$ cat src/rtl/can_rx_filter_fifo_if.sv
// can_rx_filter_fifo_if: receiver frame strobe plus 32-bit register bus for the CAN RX filter FIFO.
interface can_rx_filter_fifo_if;
  logic        frm_valid;
  logic [28:0] frm_id;
  logic        frm_ext;
  logic        frm_rtr;
  logic [3:0]  frm_dlc;
  logic [63:0] frm_data;
  logic        cs;
  logic        wr;
  logic [4:0]  rs;
  logic [31:0] d;
  logic [31:0] q;
  logic        irq;
  modport master (output frm_valid, frm_id, frm_ext, frm_rtr, frm_dlc, frm_data, cs, wr, rs, d,
                  input q, irq);
  modport slave (input frm_valid, frm_id, frm_ext, frm_rtr, frm_dlc, frm_data, cs, wr, rs, d,
                 output q, irq);
endinterface

$ cat src/rtl/can_rx_filter_fifo.sv
// can_rx_filter_fifo: ID/mask acceptance filters feeding a DEPTH-frame receive FIFO with register window and IRQ.
module can_rx_filter_fifo #(
  parameter int DEPTH = 4,
  parameter int NFILT = 4,
  parameter int CW    = $clog2(DEPTH) + 1
) (
  input logic clk,
  input logic rst_n,
  can_rx_filter_fifo_if.slave bus
);
  localparam int AW = CW - 1;
  localparam int EW = 103;
  logic [28:0]      r_fid   [NFILT];
  logic [28:0]      r_fmask [NFILT];
  logic [NFILT-1:0] r_fen, r_fext, r_fextm;
  logic             r_s1_v;
  logic [EW-1:0]    r_s1;
  logic [EW-1:0]    r_mem [DEPTH];
  logic [AW-1:0]    r_wp, r_rp;
  logic [CW-1:0]    r_cnt;
  logic             r_ovf;
  logic [7:0]       r_ovf_cnt;
  logic [3:0]       r_wm;
  logic [2:0]       r_irqen;
  logic [NFILT-1:0] w_hit_vec;
  logic [2:0]       w_hit;
  logic             w_nm, w_acc;
  logic             w_wr_stat, w_empty, w_full, w_pop, w_flush, w_clr, w_in, w_push, w_drop;
  logic [EW-1:0]    w_head;
  logic [31:0]      w_q;
  // iterate high to low so the lowest-index hit wins
  always_comb begin
    w_hit_vec = '0;
    w_hit = '0;
    for (int k = NFILT - 1; k >= 0; k--) begin
      w_hit_vec[k] = r_fen[k] & (((bus.frm_id ^ r_fid[k]) & r_fmask[k]) == '0)
                     & (~r_fextm[k] | (bus.frm_ext == r_fext[k]));
      if (w_hit_vec[k]) w_hit = 3'(k);
    end
  end
  assign w_nm      = ~|r_fen;
  assign w_acc     = w_nm | (|w_hit_vec);
  assign w_wr_stat = bus.cs & bus.wr & (bus.rs == 5'd4);
  assign w_empty   = r_cnt == '0;
  assign w_full    = r_cnt == CW'(DEPTH);
  assign w_pop     = w_wr_stat & bus.d[0] & ~w_empty;
  assign w_flush   = w_wr_stat & bus.d[1];
  assign w_clr     = w_wr_stat & bus.d[2];
  assign w_in      = r_s1_v & ~w_flush;
  assign w_push    = w_in & (~w_full | w_pop);
  assign w_drop    = w_in & w_full & ~w_pop;
  assign w_head    = r_mem[r_rp];
  always_ff @(posedge clk or negedge rst_n) begin
    if (!rst_n) begin
      r_s1_v    <= 1'b0;
      r_wp      <= '0;
      r_rp      <= '0;
      r_cnt     <= '0;
      r_ovf     <= 1'b0;
      r_ovf_cnt <= '0;
      r_wm      <= '0;
      r_irqen   <= '0;
      r_fen     <= '0;
      r_fext    <= '0;
      r_fextm   <= '0;
      for (int k = 0; k < NFILT; k++) begin
        r_fid[k]   <= '0;
        r_fmask[k] <= '0;
      end
    end else begin
      r_s1_v    <= bus.frm_valid & w_acc;
      r_wp      <= w_flush ? '0 : r_wp + AW'(w_push);
      r_rp      <= w_flush ? '0 : r_rp + AW'(w_pop);
      r_cnt     <= w_flush ? '0 : r_cnt + CW'(w_push) - CW'(w_pop);
      r_ovf     <= w_clr ? 1'b0 : r_ovf | w_drop;
      r_ovf_cnt <= w_clr ? '0 : r_ovf_cnt + 8'(w_drop & (r_ovf_cnt != 8'hFF));
      if (w_wr_stat) begin
        r_wm    <= bus.d[15:12];
        r_irqen <= bus.d[31:29];
      end
      for (int k = 0; k < NFILT; k++) begin
        if (bus.cs && bus.wr && bus.rs == 5'(8 + 2 * k)) begin
          r_fen[k]  <= bus.d[31];
          r_fext[k] <= bus.d[30];
          r_fid[k]  <= bus.d[28:0];
        end
        if (bus.cs && bus.wr && bus.rs == 5'(9 + 2 * k)) begin
          r_fextm[k] <= bus.d[30];
          r_fmask[k] <= bus.d[28:0];
        end
      end
    end
  end
  // entry layout: {hit, nomatch_any, ext, rtr, dlc, id, data}
  always_ff @(posedge clk) begin
    if (bus.frm_valid)
      r_s1 <= {w_hit, w_nm, bus.frm_ext, bus.frm_rtr, bus.frm_dlc, bus.frm_id, bus.frm_data};
    if (w_push) r_mem[r_wp] <= r_s1;
  end
  always_comb begin
    w_q = '0;
    if (bus.cs && !bus.wr) begin
      if (bus.rs == 5'd0 && !w_empty) w_q = {w_head[98], w_head[97], 1'b0, w_head[92:64]};
      if (bus.rs == 5'd1 && !w_empty) w_q = {w_head[102:100], 21'b0, w_head[99], 3'b0, w_head[96:93]};
      if (bus.rs == 5'd2 && !w_empty) w_q = w_head[31:0];
      if (bus.rs == 5'd3 && !w_empty) w_q = w_head[63:32];
      if (bus.rs == 5'd4)
        w_q = {r_irqen, 5'b0, r_ovf_cnt, r_wm, 3'b0, 5'(r_cnt), 2'b0, r_ovf, w_empty};
      for (int k = 0; k < NFILT; k++) begin
        if (bus.rs == 5'(8 + 2 * k)) w_q = {r_fen[k], r_fext[k], 1'b0, r_fid[k]};
        if (bus.rs == 5'(9 + 2 * k)) w_q = {1'b0, r_fextm[k], 1'b0, r_fmask[k]};
      end
    end
  end
  assign bus.q   = w_q;
  assign bus.irq = (r_irqen[0] & ~w_empty) | (r_irqen[1] & r_ovf)
                 | (r_irqen[2] & (r_wm != 4'd0) & (8'(r_cnt) >= 8'(r_wm)));
endmodule
$ cat src/flat_wrapper.sv
// flat-port wrapper written by rule: the top's interface ports become plain ports
module can_rx_filter_fifo_flat 
#(
  parameter int DEPTH = 4,
  parameter int NFILT = 4,
  parameter int CW    = $clog2(DEPTH) + 1
)
  (clk, rst_n, bus_frm_valid, bus_frm_id, bus_frm_ext, bus_frm_rtr, bus_frm_dlc, bus_frm_data, bus_cs, bus_wr, bus_rs, bus_d, bus_q, bus_irq);
  can_rx_filter_fifo_if bus_i ();
  input logic clk;
  input logic rst_n;
  input wire logic [$bits(bus_i.frm_valid)-1:0] bus_frm_valid;
  input wire logic [$bits(bus_i.frm_id)-1:0] bus_frm_id;
  input wire logic [$bits(bus_i.frm_ext)-1:0] bus_frm_ext;
  input wire logic [$bits(bus_i.frm_rtr)-1:0] bus_frm_rtr;
  input wire logic [$bits(bus_i.frm_dlc)-1:0] bus_frm_dlc;
  input wire logic [$bits(bus_i.frm_data)-1:0] bus_frm_data;
  input wire logic [$bits(bus_i.cs)-1:0] bus_cs;
  input wire logic [$bits(bus_i.wr)-1:0] bus_wr;
  input wire logic [$bits(bus_i.rs)-1:0] bus_rs;
  input wire logic [$bits(bus_i.d)-1:0] bus_d;
  output wire logic [$bits(bus_i.q)-1:0] bus_q;
  output wire logic [$bits(bus_i.irq)-1:0] bus_irq;
  assign bus_i.frm_valid = bus_frm_valid;
  assign bus_i.frm_id = bus_frm_id;
  assign bus_i.frm_ext = bus_frm_ext;
  assign bus_i.frm_rtr = bus_frm_rtr;
  assign bus_i.frm_dlc = bus_frm_dlc;
  assign bus_i.frm_data = bus_frm_data;
  assign bus_i.cs = bus_cs;
  assign bus_i.wr = bus_wr;
  assign bus_i.rs = bus_rs;
  assign bus_i.d = bus_d;
  assign bus_q = bus_i.q;
  assign bus_irq = bus_i.irq;
  can_rx_filter_fifo #(.DEPTH(DEPTH), .NFILT(NFILT), .CW(CW)) u_core (.clk(clk), .rst_n(rst_n), .bus(bus_i));
endmodule
$ cat config.mk
export PLATFORM = sky130hd
export DESIGN_NAME = can_rx_filter_fifo_flat
export DESIGN_NICKNAME = d
export VERILOG_FILES = /design/src/rtl/can_rx_filter_fifo_if.sv /design/src/rtl/can_rx_filter_fifo.sv /design/src/flat_wrapper.sv
export SDC_FILE = /design/constraint.sdc
export NUM_CORES = 1
export LEC_CHECK = 0
export CAP_MARGIN = 20
export CORE_AREA = 2 2 237 239
export DETAILED_ROUTE_END_ITERATION = 10
export DIE_AREA = 0 0 239 241
export GPL_ROUTABILITY_DRIVEN = 0
export PLACE_DENSITY = 0.83
export SLEW_MARGIN = 10
export SYNTH_ARGS = -nofsm -noshare
export SYNTH_HDL_FRONTEND = slang
export SYNTH_SLANG_ARGS = --single-unit
$ cat constraint.sdc
create_clock -name clk -period 10.8 [get_ports clk]
set_input_delay 2.16 -clock clk [delete_from_list [all_inputs] [get_ports clk]]
set_output_delay 2.16 -clock clk [all_outputs]
set_load 0.005 [all_outputs]
# Word level (Yosys, flattened, before mapping)
# Memory sizes are Yosys's and may differ from the RTL's.
# Index checks and enable logic that the tools add are counted.
[op_classes]
n_reduce_logical = 28
n_eq_ne = 18
bitwise_logic = 49
n_mux = 24
n_lt_le_gt_ge = 1
addsub = 5
[op_table]
columns = ["op", "count"]
rows = [
  ["32-bit 2-to-1 mux", 14],
  ["29-bit AND", 4],
  ["29-bit zero test", 4],
  ["29-bit bitwise XOR", 4],
  ["5-bit by 4-bit equality test with 1-bit output (second input constant)", 8],
  ["1-bit AND", 24],
  ["1-bit logical AND", 14],
  ["5-bit by 2-bit equality test with 1-bit output (second input constant)", 2],
  ["1-bit OR", 9],
  ["8-bit adder", 1],
  ["2-bit 2-to-1 mux", 4],
  ["8-bit 2-to-1 mux", 1],
  ["8-bit inequality test (second input constant)", 1],
  ["1-bit inverter", 8],
  ["4-bit OR reduction", 2],
  ["5-bit by 1-bit equality test with 1-bit output (second input constant)", 1],
  ["5-bit by 3-bit equality test with 1-bit output (second input constant)", 1],
  ["5-bit zero test", 1],
  ["2-bit by 1-bit adder with 2-bit output", 2],
  ["1-bit equality test", 4],
  ["3-bit by 4-bit >= comparator with 1-bit output", 1],
  ["1-bit 2-to-1 mux", 4],
  ["4-bit nonzero test", 1],
  ["3-bit by 1-bit adder with 3-bit output", 1],
  ["other kinds (7)", 9],
]
[totals]
mem_bits_rw = 412
regBits = 371
memories = 1
[mem_list]
columns = ["name", "words", "word_bits", "read_ports", "rd_clocked_by_memory_dff", "write_ports", "line", "source"]
rows = [
  ["u_core.r_mem", 4, 103, 1, 0, 1, "can_rx_filter_fifo.sv:18", "logic [EW-1:0] r_mem [DEPTH];"],
]

# Logic depth before layout (Yosys ltp)
[depth]
depth_word = 17
ltp_mapped = 13
mapped_depth_nobuf = 12

# Least setup slack after synthesis
# No wires, ideal clock.
[synth_path]
kind = "in2reg"
startpoint = "in bus_rs[4]"
endpoint = "mem u_core.r_mem[1][0] (enable)"
path_stages = 6
path_slack_ns = -0.455
arrival_ns = 10.546
path_buffers = 0
t_required_ns = 10.091
setup_time_ns = 0.709
cell_sequence = "nor3_1 nand2_1 nor2_1 nand2_1 a31o_2 nor3b_1"
[synth_via]
elab_chain_cells = 8
[synth_rtl]
columns = ["item", "line", "source"]
rows = [
  ["from (decl)", "flat_wrapper.sv:20", "input wire logic [$bits(bus_i.rs)-1:0] bus_rs;"],
  ["5-bit by 3-bit equality test with 1-bit output *", "can_rx_filter_fifo.sv:43", "assign w_wr_stat = bus.cs & bus.wr & (bus.rs == 5'd4);"],
  ["1-bit AND *", "can_rx_filter_fifo.sv:43", ""],
  ["1-bit AND, on equally long branches", "can_rx_filter_fifo.sv:46, can_rx_filter_fifo.sv:47", ""],
  ["1-bit AND / 1-bit inverter (equally long branches)", "can_rx_filter_fifo.sv:46, can_rx_filter_fifo.sv:49", ""],
  ["1-bit OR / 1-bit AND (equally long branches)", "can_rx_filter_fifo.sv:50, can_rx_filter_fifo.sv:49", ""],
  ["1-bit AND *", "can_rx_filter_fifo.sv:50", "assign w_push = w_in & (~w_full | w_pop);"],
  ["1-bit 2-to-1 mux *", "can_rx_filter_fifo.sv:98", "if (w_push) r_mem[r_wp] <= r_s1;"],
  ["1-bit 2-to-1 mux (implied by the code) *", "can_rx_filter_fifo.sv:98", ""],
  ["to (decl)", "can_rx_filter_fifo.sv:18", ""],
]
# Every way passes the cells marked *; elsewhere a longest branch is shown, timed or not.

# Worst setup path after layout
[layout_path]
startpoint = "in bus_rs[0]"
endpoint = "out bus_q[20]"
[layout_via]
elab_chain_cells = 16
[layout_rtl]
columns = ["item", "line", "source"]
rows = [
  ["5-bit zero test", "can_rx_filter_fifo.sv:103", "if (bus.rs == 5'd0 && !w_empty) w_q = {w_head[98], w_head[97], 1'b0, w_head[92:64]};"],
  ["1-bit logical AND", "can_rx_filter_fifo.sv:103", ""],
  ["32-bit 2-to-1 mux", "can_rx_filter_fifo.sv:103", ""],
  ["32-bit 2-to-1 mux", "can_rx_filter_fifo.sv:104", "if (bus.rs == 5'd1 && !w_empty) w_q = {w_head[102:100], 21'b0, w_head[99], 3'b0, w_head[96:93]};"],
  ["32-bit 2-to-1 mux", "can_rx_filter_fifo.sv:105", "if (bus.rs == 5'd2 && !w_empty) w_q = w_head[31:0];"],
  ["32-bit 2-to-1 mux", "can_rx_filter_fifo.sv:106", "if (bus.rs == 5'd3 && !w_empty) w_q = w_head[63:32];"],
  ["32-bit 2-to-1 mux", "can_rx_filter_fifo.sv:107", "if (bus.rs == 5'd4)"],
  ["32-bit 2-to-1 mux", "can_rx_filter_fifo.sv:110", "if (bus.rs == 5'(8 + 2 * k)) w_q = {r_fen[k], r_fext[k], 1'b0, r_fid[k]};"],
  ["32-bit 2-to-1 mux", "can_rx_filter_fifo.sv:111", "if (bus.rs == 5'(9 + 2 * k)) w_q = {1'b0, r_fextm[k], 1'b0, r_fmask[k]};"],
  ["32-bit 2-to-1 mux", "can_rx_filter_fifo.sv:110", ""],
  ["32-bit 2-to-1 mux", "can_rx_filter_fifo.sv:111", ""],
  ["32-bit 2-to-1 mux", "can_rx_filter_fifo.sv:110", ""],
  ["32-bit 2-to-1 mux", "can_rx_filter_fifo.sv:111", ""],
  ["32-bit 2-to-1 mux", "can_rx_filter_fifo.sv:110", ""],
  ["32-bit 2-to-1 mux *", "can_rx_filter_fifo.sv:111", ""],
  ["32-bit 2-to-1 mux *", "can_rx_filter_fifo.sv:102", "if (bus.cs && !bus.wr) begin"],
  ["to (decl)", "flat_wrapper.sv:22", "output wire logic [$bits(bus_i.q)-1:0] bus_q;"],
]
# Marked as above.

==> flow_metrics.py <==
metrics = {
    "outcome": {
        "outcome": "complete, no violations",
    },
    "worst_setup_path": {
        "worst_setup_path_start_kind": "input port",
        "setup.worst_path.class": "input port to output port",
        "worst-path-max-fanout": 25,
        "ff2ff_setup_slack_ns": 7.75,
        "regToRegEndpoint": "u_core.r_mem[1][33]$_DFFE_PP_",
        "worstReg2RegStart": "u_core.r_cnt[1]$_DFF_PN0_",
        "reg2reg_depth": 5,
        "kind_of_end_point_of_the_critical_path": "output port",
        "worst-endpoint-arrival_ns": 6.49,
        "worst-endpoint-required_ns": 8.64,
        "crit_start": "bus_rs[0]",
    },
    "power_and_ir_drop": {
        "comb_power_share_pct": 14.5,
        "clockPowerShare_pct": 33.3,
        "p_int_mw": 5.642,
        "p_per_area_nw_per_um2": 203.9,
        "power.leakage_nw": 13.98,
        "power_frac_seq_pct": 52.2,
        "switchingPower_mw": 2.046,
        "peakVddDrop_uv": 138.7,
        "power.switching_fraction_pct": 26.61,
    },
    "layout": {
        "fill_cells": 3419,
        "antenna_cells_inserted": 0,
        "multi_input_area_um2": 10290,
        "regArea_um2": 22030,
        "flow.area_growth_from_synthesis_pct": 15.04,
        "layout_common_cells": "sky130_fd_sc_hd__edfxtp_1, sky130_fd_sc_hd__dfrtp_1, sky130_fd_sc_hd__mux2_2, sky130_fd_sc_hd__clkdlybuf4s50_1, sky130_fd_sc_hd__xor2_1",
        "post_route_cells_drive_above_1_share_pct": 24.39,
        "layout.nets": 2316,
        "layout.cells.most_common": "sky130_fd_sc_hd__edfxtp_1",
    },
    "floorplanning": {
        "dieArea_um2": 57600,
        "placementRows": 86,
        "chipHeight_um": 241,
        "floorplan.initialDensity_pct": 59.74,
        "fp.dieW_um": 239,
        "io-pin-count": 174,
        "design.core.area_um2": 54880,
    },
    "logic_synthesis": {
        "synth_sequential_area_ratio_pct": 67.17,
        "syn_area_um2": 32780,
        "synth_enable_flop_cells": 510,
        "postSynthCellCount": 1981,
        "synth_seq_cells": 778,
        "top_ff_cell_synth": "sky130_fd_sc_hd__edfxtp_1",
        "synth.lib_cells_used.distinct": 55,
        "synth.net_count": 2132,
        "syn_area_per_cell_um2": 16.55,
        "synthArstFlopShare_pct": 34.45,
        "yosysWarningCount": 0,
    },
    "global_routing": {
        "global_route_wire_length_before_repair_um": 133600,
        "grt_antenna_before_repair": 2,
        "grt_remaining_overflow": 0,
        "largest_net_degree_at_the_start_of_global_routing": 134,
        "global_route.usage.total_pct": 32.04,
        "number_of_global_route_vias_before_repair": 20710,
    },
    "cts": {
        "numCtsBuffers": 78,
        "cts_hold_repair.buffers": 0,
        "clock_insertion_delay_worst_skew_ns": 0.63,
        "cts_sinks": 778,
        "clockRootBuffer": "sky130_fd_sc_hd__clkbuf_16",
        "cts_clk_pin_slew_worst_paths_ns": 0.06,
        "cts.htree.levels": 3,
        "postCtsResizedCells": 0,
        "postCtsSetupBuffers": 0,
        "clk_path_buf_depth": 3,
        "clock_tree_from_tritoncts": "built",
    },
    "drt": {
        "vias_per_cell": 7.007,
        "drt-pass1-iter-count": 10,
        "drt_iter0_drc": 3120,
        "routed_wire_length_per_instance_um": 31.03,
        "drtAntennaViolNets": 0,
        "drc": 0,
        "vias": 20470,
        "finalWirelength_um": 90660,
    },
    "placed_design": {
        "dp_hpwl_um": 58000,
        "port_buffers": 173,
        "place_ws_ns": 2.480,
    },
    "min_path": {
        "hold_depth": 0,
        "hold_path_startpoint": "u_core.r_s1[37]$_DFFE_PP_",
        "whs_endpoint": "u_core.r_mem[2][37]$_DFFE_PP_",
        "min_path_type": "flip-flop to flip-flop",
    },
    "timing": {
        "highest_clock_rate_mhz": 115.6,
        "rsz_0062_raised_after_global_routing": "no",
        "finalSetupTns_ns": 0,
        "timing.slew.headroom_pct": 13.84,
        "setup_skew_ns": 0.01720,
        "setup_violations": 0,
        "timing_hold_violations_final": 0,
        "postLayoutSetupSlackWorst_ns": 2.151,
        "timing.final.crit_period_ns": 8.649,
        "final_max_slew_viol_count": 0,
        "tightest_slew_ns": 1.289,
        "hold-worst-slack_ns": 0.4853,
        "final.period_utilization_pct": 80.09,
    },
    "job": {
        "max_cap_violations": 0,
    },
}
-- state kept, by name, summed over array words and instances, names as in the netlist --
signal	count
u_core.r_fmask	116
u_core.r_irqen	3
u_core.r_fextm	4
u_core.r_wm	4
u_core.r_rp	2
u_core.r_mem	408
u_core.r_s1_v	1
u_core.r_fid	116
u_core.r_ovf_cnt	8
u_core.r_fen	4
u_core.r_wp	2
u_core.r_ovf	1
u_core.r_fext	4
u_core.r_s1	102
u_core.r_cnt	3
-- metrics by stage --
stage	util [%]	cell area (µm²)	std cells	total power, mW
floorplan	-	32790	1981	4.656
global placement	64.26	35260	2785	5.058
detailed placement	64.28	35280	2786	5.131
CTS	68.64	37670	2919	7.692
global route	68.73	37710	2922	7.925
finish	68.73	37710	2922	7.688
-- synth_stat cells, types with 7 or more instances --
master	instances	area share [%]
sky130_fd_sc_hd__a221o_1	11	0.34
sky130_fd_sc_hd__nor2b_1	8	0.15
sky130_fd_sc_hd__mux4_2	105	7.2
sky130_fd_sc_hd__ha_1	9	0.34
sky130_fd_sc_hd__nor3_1	14	0.21
sky130_fd_sc_hd__inv_1	11	0.13
sky130_fd_sc_hd__and2_1	10	0.19
sky130_fd_sc_hd__nor2_1	61	0.70
sky130_fd_sc_hd__mux2_2	262	9.0
sky130_fd_sc_hd__a211oi_1	12	0.27
sky130_fd_sc_hd__a222oi_1	7	0.21
sky130_fd_sc_hd__dfrtp_1	268	20
sky130_fd_sc_hd__a21boi_0	9	0.21
sky130_fd_sc_hd__buf_1	10	0.11
sky130_fd_sc_hd__edfxtp_1	510	47
sky130_fd_sc_hd__nand2b_1	8	0.15
sky130_fd_sc_hd__o22ai_1	31	0.59
sky130_fd_sc_hd__a21o_1	7	0.16
sky130_fd_sc_hd__nand4_1	15	0.29
sky130_fd_sc_hd__buf_2	29	0.44
sky130_fd_sc_hd__a21oi_1	43	0.66
sky130_fd_sc_hd__o21ai_0	53	0.81
sky130_fd_sc_hd__o221ai_1	26	0.69
sky130_fd_sc_hd__nand3_1	19	0.29
sky130_fd_sc_hd__and3_1	8	0.15
sky130_fd_sc_hd__o211ai_1	11	0.25
sky130_fd_sc_hd__xor2_1	123	3.3
sky130_fd_sc_hd__nand2_1	54	0.62
sky130_fd_sc_hd__clkbuf_1	62	0.71
sky130_fd_sc_hd__a221oi_1	34	0.91
sky130_fd_sc_hd__a22oi_1	79	1.8
-- power by group through the flow --
stage	combinational (mW)	sequential, mW	clock (mW)
global placement	1.06	4.00	0
CTS	1.11	4.00	2.59
floorplan	0.696	3.96	0
finish	1.12	4.01	2.56
global route	1.18	4.04	2.70
detailed placement	1.09	4.04	0
-- kinds of logic after synthesis --
logic type | Yosys count | share of synthesized area (%)
flops | 778 | 67.17
mux | 375 | 16.56
compound gates | 346 | 7.526
simple gates | 221 | 3.252
xor+xnor | 129 | 3.446
buf+inv | 122 | 1.645
fa+ha+maj | 10 | 0.4046
-- critical path, stage by stage --
cell                              delay [ns]
sky130_fd_sc_hd__clkdlybuf4s50_1        0.95
sky130_fd_sc_hd__buf_4                  0.46
sky130_fd_sc_hd__nor3_1                 0.17
sky130_fd_sc_hd__and2_0                 0.28
sky130_fd_sc_hd__buf_4                  0.28
sky130_fd_sc_hd__a221oi_1               0.33
sky130_fd_sc_hd__o21ai_0                0.14
sky130_fd_sc_hd__a221oi_1               0.97
sky130_fd_sc_hd__o22ai_1                0.23
sky130_fd_sc_hd__clkdlybuf4s50_1        0.52
-- worst max-delay path by stage --
stage	slack, ns	to	cells past startpoint
3_3_place_gp	2.54	bus_q[0]	9
2_1_floorplan	0.06	u_core.r_mem[0][0]$_DFFE_PP_	6
3_5_place_dp	2.48	bus_q[0]	9
5_1_grt	2.22	bus_q[20]	9
4_1_cts	2.42	bus_q[0]	9
6_report	2.15	bus_q[20]	10
-- per-layer routing --
layer / up-vias / part of all wire (%) / global-route usage [%] / wire (µm)
met5: - / 0.012 / 0 / 11
met4: 2 / 5.8 / 17.35 / 5238
li1: 8208 / - / - / -
met1: 10360 / 35 / 41.61 / 32170
met2: 1540 / 47 / 49.81 / 42450
met3: 365 / 12 / 8.727 / 10800
-- final cells by class --
| cell class | instances | share of cell area (%) |
|---|---|---|
| sequential | 778 | 58.41 |
| inverter | 12 | 0.1194 |
| clock inverter | 30 | 0.6701 |
| timing repair buffer | 214 | 5.517 |
| multi-input combinational | 1081 | 27.28 |
| tap | 704 | 2.336 |
| clock buffer | 103 | 5.670 |
Power figures use the tool's default switching activity.
